===== config.mk =====
export PLATFORM = sky130hd
export DESIGN_NAME = usr_cmd_scheduler
export DESIGN_NICKNAME = d
export VERILOG_FILES = /design/src/rtl/usr_ops_pkg.sv /design/src/rtl/rr_arb2.sv /design/src/rtl/usr_cmd_scheduler.sv
export SDC_FILE = /design/constraint.sdc
export NUM_CORES = 1
export LEC_CHECK = 0
export CELL_PAD_IN_SITES_DETAIL_PLACEMENT = 1
export CELL_PAD_IN_SITES_GLOBAL_PLACEMENT = 2
export CORE_MARGIN = 8
export CORE_UTILIZATION = 28
export CTS_BUF_LIST = sky130_fd_sc_hd__clkbuf_4 sky130_fd_sc_hd__clkbuf_8 sky130_fd_sc_hd__clkbuf_16
export DETAILED_ROUTE_END_ITERATION = 8
export GPL_TIMING_DRIVEN = 1
export PLACE_DENSITY = 0.81
export SYNTH_ARGS = -nofsm -noshare
export SYNTH_HDL_FRONTEND = slang
export SYNTH_HIERARCHICAL = 1
export SYNTH_SLANG_ARGS = --single-unit
export TNS_END_PERCENT = 20

===== constraint.sdc =====
create_clock -name clk -period 4.7 [get_ports clk]
set_clock_uncertainty 0.15 [all_clocks]
set_input_delay 0.94 -clock clk [delete_from_list [all_inputs] [get_ports clk]]
set_output_delay 0.94 -clock clk [all_outputs]
set_load 0.05 [all_outputs]

===== src/rtl/usr_ops_pkg.sv =====
// Shared definitions for the USR command scheduler: opcode encodings,
// scheduler FSM states, default widths and the opcode normalisation helper.
package usr_ops_pkg;

  // Default datapath width and repeat-count width
  localparam int USR_W  = 4;
  localparam int USR_CW = 4;

  // USR select-bus encodings
  localparam logic [2:0] OP_HOLD = 3'd0;
  localparam logic [2:0] OP_SHR  = 3'd1;
  localparam logic [2:0] OP_SHL  = 3'd2;
  localparam logic [2:0] OP_LOAD = 3'd3;
  localparam logic [2:0] OP_ROR  = 3'd4;
  localparam logic [2:0] OP_ROL  = 3'd5;
  localparam logic [2:0] OP_CLR  = 3'd6;
  localparam logic [2:0] OP_RSVD = 3'd7;

  typedef enum logic [1:0] {
    ST_IDLE = 2'd0,
    ST_EXEC = 2'd1,
    ST_DONE = 2'd2
  } sched_state_e;

  // LOAD/CLR run once regardless of count; a zero count on any other op
  // degenerates to a single HOLD, and the reserved opcode behaves as HOLD.
  function automatic logic [2:0] exec_op(input logic [2:0] op, input logic cnt_zero);
    logic [2:0] eff;
    eff = op;
    if (op == OP_RSVD) begin
      eff = OP_HOLD;
    end else if (cnt_zero && (op != OP_LOAD) && (op != OP_CLR)) begin
      eff = OP_HOLD;
    end
    return eff;
  endfunction

endpackage


===== src/rtl/rr_arb2.sv =====
// Two-way round-robin arbiter. Grant is combinational from the requests and
// the last-served pointer; the pointer only moves when a grant is accepted.
module rr_arb2 (
  input  logic       clk,
  input  logic       reset,
  input  logic [1:0] req,
  input  logic       accept,
  output logic [1:0] grant
);

  // Last-served requester; resets to 1 so requester 0 wins the first tie.
  logic last_reg;

  // Grant the lone requester, or the one not served last when both ask.
  always_comb begin
    grant = 2'b00;
    case (req)
      2'b01:   grant = 2'b01;
      2'b10:   grant = 2'b10;
      2'b11:   grant = last_reg ? 2'b01 : 2'b10;
      default: grant = 2'b00;
    endcase
  end

  // Remember who was served on each accepted command.
  always_ff @(posedge clk or negedge reset) begin
    if (!reset) begin
      last_reg <= 1'b1;
    end else if (accept) begin
      last_reg <= grant[1];
    end
  end

endmodule


===== src/rtl/usr_cmd_scheduler.sv =====
// Two-requester command scheduler for the universal shift register.
// Arbitrates, latches the winning command, drives S/L for the required number
// of cycles and reports completion with the captured USR value.
module usr_cmd_scheduler
  import usr_ops_pkg::*;
#(
  parameter int W  = USR_W,
  parameter int CW = USR_CW
) (
  input  logic          clk,
  input  logic          reset,
  input  logic [1:0]    req_valid,
  input  logic [2:0]    req_op0,
  input  logic [2:0]    req_op1,
  input  logic [CW-1:0] req_cnt0,
  input  logic [CW-1:0] req_cnt1,
  input  logic [W-1:0]  req_data0,
  input  logic [W-1:0]  req_data1,
  output logic [1:0]    req_ready,
  output logic [2:0]    S,
  output logic [W-1:0]  L,
  input  logic [W-1:0]  q_in,
  output logic          busy,
  output logic          done,
  output logic          done_id,
  output logic [W-1:0]  result
);

  localparam logic [CW-1:0] CNT_ONE = {{(CW-1){1'b0}}, 1'b1};

  sched_state_e  state_reg, state_next;
  logic [2:0]    s_reg, s_next;
  logic [W-1:0]  l_reg, l_next;
  logic [CW-1:0] cnt_reg, cnt_next;
  logic          id_reg, id_next;
  logic          done_reg, done_next;
  logic          done_id_reg, done_id_next;
  logic [W-1:0]  result_reg, result_next;

  logic [1:0]    grant;
  logic          accept;
  logic          sel_id;
  logic [2:0]    sel_op;
  logic [CW-1:0] sel_cnt;
  logic [W-1:0]  sel_data;
  logic          sel_force_one;
  logic          sel_cnt_zero;
  logic [2:0]    sel_exec_op;

  rr_arb2 u_arb (
    .clk    (clk),
    .reset  (reset),
    .req    (req_valid),
    .accept (accept),
    .grant  (grant)
  );

  // Grant only reaches a valid requester, so any grant in IDLE is a transfer.
  assign accept    = (state_reg == ST_IDLE) && (grant != 2'b00);
  assign req_ready = (state_reg == ST_IDLE) ? grant : 2'b00;
  assign busy      = (state_reg != ST_IDLE);

  assign S       = s_reg;
  assign L       = l_reg;
  assign done    = done_reg;
  assign done_id = done_id_reg;
  assign result  = result_reg;

  // Mux the granted requester's fields and normalise them into op/count.
  assign sel_id        = grant[1];
  assign sel_op        = sel_id ? req_op1   : req_op0;
  assign sel_cnt       = sel_id ? req_cnt1  : req_cnt0;
  assign sel_data      = sel_id ? req_data1 : req_data0;
  assign sel_force_one = (sel_op == OP_LOAD) || (sel_op == OP_CLR);
  assign sel_cnt_zero  = (sel_cnt == '0);
  assign sel_exec_op   = exec_op(sel_op, sel_cnt_zero);

  // Next-state and next-output logic; everything holds unless a state acts.
  always_comb begin
    state_next   = state_reg;
    s_next       = s_reg;
    l_next       = l_reg;
    cnt_next     = cnt_reg;
    id_next      = id_reg;
    done_next    = 1'b0;
    done_id_next = done_id_reg;
    result_next  = result_reg;
    case (state_reg)
      ST_IDLE: begin
        if (accept) begin
          state_next = ST_EXEC;
          id_next    = sel_id;
          s_next     = sel_exec_op;
          // L stays at zero whenever the select is HOLD.
          l_next     = (sel_exec_op == OP_HOLD) ? '0 : sel_data;
          cnt_next   = (sel_force_one || sel_cnt_zero) ? CNT_ONE : sel_cnt;
        end
      end
      ST_EXEC: begin
        cnt_next = cnt_reg - CNT_ONE;
        if (cnt_reg == CNT_ONE) begin
          state_next   = ST_DONE;
          s_next       = OP_HOLD;
          l_next       = '0;
          done_next    = 1'b1;
          done_id_next = id_reg;
        end
      end
      ST_DONE: begin
        // The USR has taken its last EXEC edge by now, so q_in is final;
        // it lands in result on the edge that leaves DONE.
        result_next = q_in;
        state_next  = ST_IDLE;
      end
      default: begin
        state_next = ST_IDLE;
      end
    endcase
  end

  // State and registered outputs; reset drops any in-flight command.
  always_ff @(posedge clk or negedge reset) begin
    if (!reset) begin
      state_reg   <= ST_IDLE;
      s_reg       <= OP_HOLD;
      l_reg       <= '0;
      cnt_reg     <= '0;
      id_reg      <= 1'b0;
      done_reg    <= 1'b0;
      done_id_reg <= 1'b0;
      result_reg  <= '0;
    end else begin
      state_reg   <= state_next;
      s_reg       <= s_next;
      l_reg       <= l_next;
      cnt_reg     <= cnt_next;
      id_reg      <= id_next;
      done_reg    <= done_next;
      done_id_reg <= done_id_next;
      result_reg  <= result_next;
    end
  end

endmodule


======== Word-level counts from Yosys, hierarchy flattened ========
Cells that the tools add are included.
word-level totals
  register bits after elaboration ......... 21
  latch bits .............................. 0
  memory bits (writable) .................. 0
  ROM bits ................................ 0
  input bits .............................. 30
  output and inout port bits .............. 16
  word-level logic and storage cells ...... 62
  memories ................................ 0
cells by class
  $add $sub $neg .......................... 1
  $mul .................................... 0
  div/mod/pow operators ................... 0
  order comparisons ....................... 0
  equal/unequal tests ..................... 13
  shifts and indexed selects .............. 0
  multiplexer cells ....................... 23
  bitwise gates (word level) .............. 0
  reductions and logical operators ........ 16
operator list
  kind                                                                 number
  4-bit 2-to-1 mux                                                     7
  4-bit case mux with 2 select lines                                   2
  3-bit 2-to-1 mux                                                     5
  2-bit 2-to-1 mux                                                     4
  2-bit AND reduction                                                  4
  2-bit == test (second input constant)                                3
  3-bit == test (second input constant)                                2
  2-bit case mux with 3 select lines                                   1
  3-bit case mux with 2 select lines                                   1
  2-bit nonzero test                                                   3
  2-bit by 1-bit == test with 1-bit output (second input constant)     2
  4-bit by 1-bit == test with 1-bit output (second input constant)     1
  4-bit zero test                                                      1
  2-bit != test (second input constant)                                2
  2-bit case mux with 2 select lines                                   1
  4-bit by 1-bit subtractor with 4-bit output (second input constant)  1
  3-bit by 2-bit == test with 1-bit output (second input constant)     1
  1-bit logical AND                                                    3
  3-bit zero test                                                      1
  3-bit by 2-bit != test with 1-bit output (second input constant)     1
  3-bit != test (second input constant)                                1
  3-bit AND reduction                                                  1
  2-bit zero test                                                      1
  1-bit logical OR                                                     2
  1-bit 2-to-1 mux                                                     2

======== Longest topological paths before layout ========
Gate-level depths: netlist of run 1.
  word-level depth ........................ 12
  depth in mapped cells ................... 7
  depth with buffers taken out ............ 6

======== By module ========
Netlist of run 1, hierarchy kept.
modules (own cells, without submodules)
  module             times used  cells an instance  area an instance (um^2)  seq. area each (um^2)
  usr_cmd_scheduler  1           112                1193.6                   500.5
  rr_arb2            1           5                  63.8                     26.3

======== Worst setup path before layout of run 1 ========
OpenSTA, ideal clock, no wires.
  path kind ............................... in2out
  start ................................... input req_valid[1]
  end ..................................... output req_ready[1]
  arrival ................................. 1934 ps
  required time ........................... 3610 ps
  slack ................................... 1676 ps
  stages .................................. 4
  cells stage by stage .................... a21boi_2 -> buf_6 -> buf_4 -> and2_1
on the way
  cells in the longest elaborated chain, start to end .. 3
  elaborated cells between the ends (all ways) .. 5
RTL lines
  item                                                                       line                     text
  start, declared                                                            usr_cmd_scheduler.sv:12  input logic [1:0] req_valid,
  2-bit == test or 2-bit by 1-bit == test with 1-bit output (tied branches)  rr_arb2.sv:17            case (req)
  2-bit case mux with 3 select lines *                                       rr_arb2.sv:17
  2-bit 2-to-1 mux *                                                         usr_cmd_scheduler.sv:60  assign req_ready = (state_reg == ST_IDLE) ? grant : 2'b00;
  end, declared                                                              usr_cmd_scheduler.sv:19  output logic [1:0] req_ready,
Every way passes the cells marked *; elsewhere a longest branch is shown, timed or not.

======== Worst setup path in the final report of run 1 ========
  start ................................... input req_valid[0]
  end ..................................... output req_ready[0]
on the way
  cells in the longest elaborated chain, start to end .. 3
  elaborated cells between the ends (all ways) .. 5
RTL lines
  item                                                                       line                     text
  2-bit == test or 2-bit by 1-bit == test with 1-bit output (tied branches)  rr_arb2.sv:17
  2-bit case mux with 3 select lines *                                       rr_arb2.sv:17
  via grant[0]                                                               usr_cmd_scheduler.sv:40  logic [1:0] grant;
  2-bit 2-to-1 mux *                                                         usr_cmd_scheduler.sv:60
The timed path passes the listed nets; every way through them passes the cells marked *.

==> run_results.csv, run 1 <==
group,metric,value,unit
cells_and_area,final_common_cell,"clkdlybuf4s50_1",
global_route,grt_max_degree,23,
place,gp_congestion,0.7666,
cells_and_area,areaGrowthSynthToFinish,43.18,%
synthesis,syn_nets,149,
drt,drtPass1Iterations,2,
worst_setup_path,cp_max_fo,2,
sta,period_share,0.7975,
synthesis,synth-edff-count,0,
cells_and_area,nets,197,
clocking,cts.clk_slew.worst_paths,0.08,ns
clocking,htreeDepth,1,
place,hpwl,2.757,mm
pwr,seq_power_share,0.308,
sta,fin_crit,3.748,ns
clocking,tritoncts,"done",
cells_and_area,final_layout_size_suffix_gt1_frac,0.1341,
cells_and_area,most-common-layout-cells,"clkdlybuf4s50_1 (44), dfrtp_1 (20), nand2_1 (12), mux2_2 (7)",
synthesis,ys.flop_type,"dfrtp_1",
floorplan,fp.dieH,83.02,µm
sta,hold_violations,0,
pwr,power.density,590.2,nW/µm²
clocking,post_cts.repair.setup_buffers,0,
clocking,clockBufferDepth,2,
pwr,power_frac_comb,0.579,
global_route,grt_pass1_vias,1208,
worst_setup_path,start_kind,"input port",
floorplan,start_util,0.2888,
drt,drt_iter0_drc,41,
pwr,clkPwrFrac,0.113,
floorplan,die_w,83.02,µm
synthesis,ys_warn_count,6,
floorplan,num_rows,24,
floorplan,io_pins,46,
worst_setup_path,critPathKind,"input port to output pin",
global_route,antenna_found_initial,0,
drt,drc,0,
worst_setup_path,required,3.61,ns
place,portBuffers,45,
clocking,ctsHoldBuffers,0,
worst_setup_path,path_cells,"clkdlybuf4s50_1, a21boi_0, nand2_1, inv_1, clkdlybuf4s50_1",
clocking,clock_latency,0.26,ns
cells_and_area,fill_cells,491,
worst_setup_path,cp_slowest_cell,"clkdlybuf4s50_1",
worst_setup_path,arrival,2.66,ns
clocking,clock-sinks,21,
drt,postRouteAntennaNets,0,
global_route,grt_use_total,0.09672,
pwr,switching_share,0.4673,
drt,routedWlPerCell,15.75,µm
outcome,status,"finished clean",
synthesis,synth_area,1257,µm²
pwr,vdd_ir_drop_max,0.0002348,V
drt,viasPerCell,4.917,
worst_setup_path,slowest_delay,0.80,ns
worst_setup_path,end_kind,"output pin",
sta,maxSlewViolCount,0,
clocking,clock-root-buffer,"clkbuf_8",
floorplan,die_area,6891,µm²
synthesis,synth-seq-cells,21,
synthesis,async_reset_ff_frac,1.000,
sta,tightest_slew,0.9747,ns
pwr,p_int,0.5661,mW
pwr,p_leak,0.7618,nW
sta,tns,0,ns
run,drv_cap,0,
drt,wl,3.403,mm
synthesis,synth_area_per_cell,10.75,µm²
global_route,gr-total-overflow,0,
sta,setup_viol,0,
drt,vias,1062,
place,dpl_cell_area,1754,µm²
cells_and_area,stdcell_area,1800,µm²
floorplan,core,4354,µm²
synthesis,yosys.cell_types.count,39,
sta,slew-limit-headroom,0.3482,
worst_hold_path,hold_path.class,"flip-flop to flip-flop",
sta,rsz0062_at_grt,"false",
cells_and_area,antennaDiodeCount,0,
synthesis,syn_inst,117,
synthesis,ys_seq_area_frac,0.4189,
global_route,grt_pass1_wl,5.733,mm
pwr,power.switching,0.4966,mW
sta,fmax,0.2668,GHz
clocking,cts_buffers,3,
worst_setup_path,path_common_cell,"clkdlybuf4s50_1",
clocking,post_cts_resized,0,
==> final cells by class <==
| class | count | area, µm² | area share |
|---|---|---|---|
| well taps | 52 | 65.06 | 0.03614 |
| flip-flops and latches | 21 | 526.8 | 0.2926 |
| repair buffers | 46 | 455.4 | 0.2530 |
| inverters | 6 | 22.52 | 0.01251 |
| clock inverters | 1 | 5.005 | 0.002780 |
| clock buffers | 3 | 41.29 | 0.02293 |
| multi-input cells | 87 | 684.4 | 0.3801 |
==> path summary, 6_finish.rpt <==
kind	from	to	slack, ns	cells after the start
setup / recovery	req_valid[0]	req_ready[0]	0.95	5
hold / removal	id_reg$_DFFE_PN0P_	id_reg$_DFFE_PN0P_	0.35	1
setup reg to reg	u_arb/last_reg$_DFFE_PN1P_	L[3]$_DFFE_PN0P_	2.54	6
hold reg to reg	id_reg$_DFFE_PN0P_	id_reg$_DFFE_PN0P_	0.35	1
max in group asynchronous	reset	id_reg$_DFFE_PN0P_	2.75	1
min in group asynchronous	reset	result[1]$_DFFE_PN0N_	1.06	1
==> cell families (layout without fill, tap and decap cells) <==
| kind of cell | after synthesis | after routing | synth area share |
|---|---|---|---|
| flops | 21 | 21 | 0.4189 |
| fa+ha+maj | 2 | 2 | 0.01990 |
| mux | 19 | 19 | 0.1672 |
| compound gates | 26 | 26 | 0.1721 |
| simple gates | 36 | 36 | 0.1572 |
| buf+inv | 9 | 56 | 0.03681 |
| xor+xnor | 4 | 4 | 0.02786 |
==> power by group through the flow <==
stage / Clock (mW) / Combinational (mW) / Sequential, mW
6_report: 0.120 / 0.615 / 0.327
5_1_grt: 0.137 / 0.665 / 0.337
4_1_cts: 0.126 / 0.625 / 0.328
3_5_place_dp: 0 / 0.625 / 0.328
3_3_place_gp: 0 / 0.608 / 0.322
2_1_floorplan: 0 / 0.268 / 0.475
==> cells in the mapped netlist, types with 2 or more instances <==
| cell | number | area share |
|---|---|---|
| a32o_1 | 2 | 0.016 |
| mux2_2 | 7 | 0.063 |
| xor2_1 | 4 | 0.028 |
| nor3_1 | 2 | 0.0080 |
| mux2i_1 | 6 | 0.048 |
| nand2_1 | 12 | 0.036 |
| nor3b_1 | 3 | 0.018 |
| o21ai_1 | 5 | 0.020 |
| dfrtp_1 | 20 | 0.40 |
| o31ai_1 | 4 | 0.024 |
| inv_1 | 6 | 0.018 |
| o21a_1 | 2 | 0.012 |
| mux2_1 | 5 | 0.045 |
| a21oi_1 | 3 | 0.012 |
| and2_1 | 4 | 0.020 |
| nor2_1 | 6 | 0.018 |
| ha_1 | 2 | 0.020 |
| a22oi_1 | 3 | 0.018 |
==> metal layers <==
layer,GRT usage,vias up,wire [µm]
li1,-,514,-
met1,0.1088,514,1499
met2,0.1669,30,1679
met3,0.03906,4,201
met4,0.01917,0,23
met5,0,-,0
==> critical path: cells and delay by family <==
kind	cells	cell delay (ns)
buffers and inverters	3	1.35
and+or+nand+nor	1	0.11
AOI/OAI and AO/OA	1	0.25
==> per-stage QoR <==
step	hold WS, ns	setup slack, ns	util	instances	total power [mW]
after floorplan	0.2958	1.676	-	117	0.7440
after global placement	0.3169	1.027	0.4029	212	0.9292
after detailed placement	0.3394	0.9538	0.4029	212	0.9531
after CTS	0.3586	0.9400	0.4135	216	1.078
after global routing	0.3677	0.8987	0.4135	216	1.139
final	0.3525	0.9519	0.4135	216	1.063
Power figures use the tool's default switching activity.
==> run 2, diff against run 1 <==
--- a/config.mk
+++ b/config.mk
@@ -8,11 +8,11 @@
 export CELL_PAD_IN_SITES_DETAIL_PLACEMENT = 1
 export CELL_PAD_IN_SITES_GLOBAL_PLACEMENT = 2
 export CORE_MARGIN = 8
-export CORE_UTILIZATION = 28
+export CORE_UTILIZATION = 26
 export CTS_BUF_LIST = sky130_fd_sc_hd__clkbuf_4 sky130_fd_sc_hd__clkbuf_8 sky130_fd_sc_hd__clkbuf_16
 export DETAILED_ROUTE_END_ITERATION = 8
 export GPL_TIMING_DRIVEN = 1
-export PLACE_DENSITY = 0.81
+export PLACE_DENSITY = 0.75
 export SYNTH_ARGS = -nofsm -noshare
 export SYNTH_HDL_FRONTEND = slang
 export SYNTH_HIERARCHICAL = 1
==> constraint.sdc (replaced) <==
create_clock -name clk -period 3.68 [get_ports clk]
set_clock_uncertainty 0.15 [all_clocks]
set_input_delay 0.736 -clock clk [delete_from_list [all_inputs] [get_ports clk]]
set_output_delay 0.736 -clock clk [all_outputs]
set_load 0.05 [all_outputs]
==> run 2 against run 1 <==
Register-to-register slack got worse by 0.92 ns. Final area rose by 1.3%. Count of clock-buffer cells in the layout did not move. Sequential power rose by 26%. Largest power group unchanged. Clock power rose by 29%. Power rose by 28%. Flip-flop and latch count did not move. First-iteration DRC count fell by 17%.
==> run_results.csv, run 2 (same netlist as run 1, synthesis figures left out) <==
group,metric,value,unit
place,dpl_cell_area,1774,µm²
floorplan,fp.dieH,85.55,µm
clocking,tritoncts,"done",
drt,routedWlPerCell,16.38,µm
worst_setup_path,cp_slowest_cell,"clkdlybuf4s50_1",
floorplan,start_util,0.2680,
worst_setup_path,cp_max_fo,9,
global_route,grt_use_total,0.1006,
global_route,gr-total-overflow,0,
cells_and_area,final_layout_size_suffix_gt1_frac,0.1455,
clocking,post_cts_resized,0,
floorplan,core,4692,µm²
run,drv_cap,0,
place,gp_congestion,0.7716,
floorplan,die_area,7318,µm²
sta,fin_crit,2.907,ns
worst_setup_path,crit_end,"req_ready[1]",
global_route,grt_pass1_vias,1254,
worst_setup_path,arrival,2.02,ns
worst_setup_path,critPathKind,"input port to output pin",
worst_setup_path,r2r-start,"u_arb/last_reg$_DFFE_PN1P_",
pwr,power.density,748.2,nW/µm²
place,hpwl,2.983,mm
pwr,p_leak,0.7678,nW
drt,postRouteAntennaNets,0,
clocking,clock-sinks,21,
floorplan,io_pins,46,
place,dp.cells,215,
drt,wl,3.588,mm
cells_and_area,areaGrowthSynthToFinish,44.98,%
worst_setup_path,path_cells,"clkdlybuf4s50_1, a21boi_2, and2_1, buf_12",
sta,setup_viol,0,
drt,drc,0,
drt,vias,1056,
clocking,cts.clk_slew.worst_paths,0.08,ns
cells_and_area,antennaDiodeCount,0,
sta,period_share,0.7900,
drt,drtPass1Iterations,3,
sta,hold_violations,0,
clocking,clock_latency,0.26,ns
cells_and_area,stdcell_area,1823,µm²
floorplan,num_rows,25,
worst_setup_path,reg2reg_slack,1.62,ns
worst_setup_path,slowest_delay,0.47,ns
worst_setup_path,timing.rr.end,"cnt_reg[0]$_DFFE_PN0P_",
floorplan,die_w,85.55,µm
worst_setup_path,crit_start,"req_valid[1]",
cells_and_area,nets,198,
drt,drt_iter0_drc,34,
sta,tns,0,ns
pwr,vdd_ir_drop_max,0.0002472,V
worst_setup_path,cp_num_cells,4,
worst_hold_path,hold_path.class,"flip-flop to flip-flop",
cells_and_area,final_common_cell,"clkdlybuf4s50_1",
worst_setup_path,critical_path.top_delay_family,"buffers and inverters",
worst_setup_path,critPathBufInv,2,
clocking,htreeDepth,1,
sta,tightest_slew,0.9749,ns
sta,fmax,0.3440,GHz
global_route,antenna_found_initial,0,
global_route,grt_pass1_wl,6.120,mm
outcome,status,"finished clean",
worst_setup_path,required,2.79,ns
clocking,ctsHoldBuffers,0,
clocking,cts_buffers,3,
place,portBuffers,45,
worst_setup_path,start_kind,"input port",
clocking,clockBufferDepth,2,
sta,maxSlewViolCount,0,
pwr,power,1.364,mW
sta,hold_slack,0.3402,ns
cells_and_area,fin_cells,219,
clocking,post_cts.repair.setup_buffers,0,
drt,viasPerCell,4.822,
clocking,clock-root-buffer,"clkbuf_8",
global_route,grt_max_degree,22,
worst_setup_path,end_kind,"output pin",
worst_setup_path,reg2reg_depth,6,
sta,rsz0062_at_grt,"false",
sta,slew-limit-headroom,0.3480,
cells_and_area,most-common-layout-cells,"clkdlybuf4s50_1 (43), dfrtp_1 (20), nand2_1 (12), mux2_2 (7)",
## run 2: worst min path at each step
stage	startpoint	end	slack (ns)	cells past startpoint
2_1_floorplan	reset	L[0]$_DFFE_PN0P_	0.29	0
3_3_place_gp	id_reg$_DFFE_PN0P_	id_reg$_DFFE_PN0P_	0.31	1
3_5_place_dp	id_reg$_DFFE_PN0P_	id_reg$_DFFE_PN0P_	0.32	1
4_1_cts	id_reg$_DFFE_PN0P_	id_reg$_DFFE_PN0P_	0.34	1
5_1_grt	id_reg$_DFFE_PN0P_	id_reg$_DFFE_PN0P_	0.36	1
6_report	id_reg$_DFFE_PN0P_	id_reg$_DFFE_PN0P_	0.34	1
## run 2: cell type report
type	instances	area [µm²]
clock buffers	3	41.29
clock inverters	1	7.507
fillers	536	2869
inverters	6	22.52
multi-input cells	87	684.4
flip-flops and latches	21	526.8
well taps	54	67.56
repair buffers	47	473.0
## run 2: worst reg2reg max path, cell delays in order (launching register included)
cell and delay (ns):
dfstp_2 0.56, inv_1 0.04, a21boi_0 0.24, or2_1 0.18, and2_1 0.37, o211ai_2 0.20, o21a_1 0.21
## run 2: per-stage QoR
step	util	setup slack (ns)
floorplan	-	1.064
global placement	0.3781	0.7813
detailed placement	0.3781	0.7209
CTS	0.3885	0.7379
global route	0.3885	0.6879
finish	0.3885	0.7728
## run 2: power by group
| group | switching, mW | leakage (nW) | internal, mW |
|---|---|---|---|
| registers | 0.0736 | 0.258 | 0.339 |
| logic | 0.481 | 0.488 | 0.316 |
| clock network | 0.0783 | 0.0217 | 0.0763 |
| total | 0.633 | 0.768 | 0.731 |
## run 2: per-layer routing
layer  global-route usage  part of all wire  vias up
li1                     -                 -      512
met5                    0                 0        -
met2               0.1855              0.51       28
met3              0.03629             0.072        0
met4             0.009554                 0        0
met1               0.1104              0.42      516
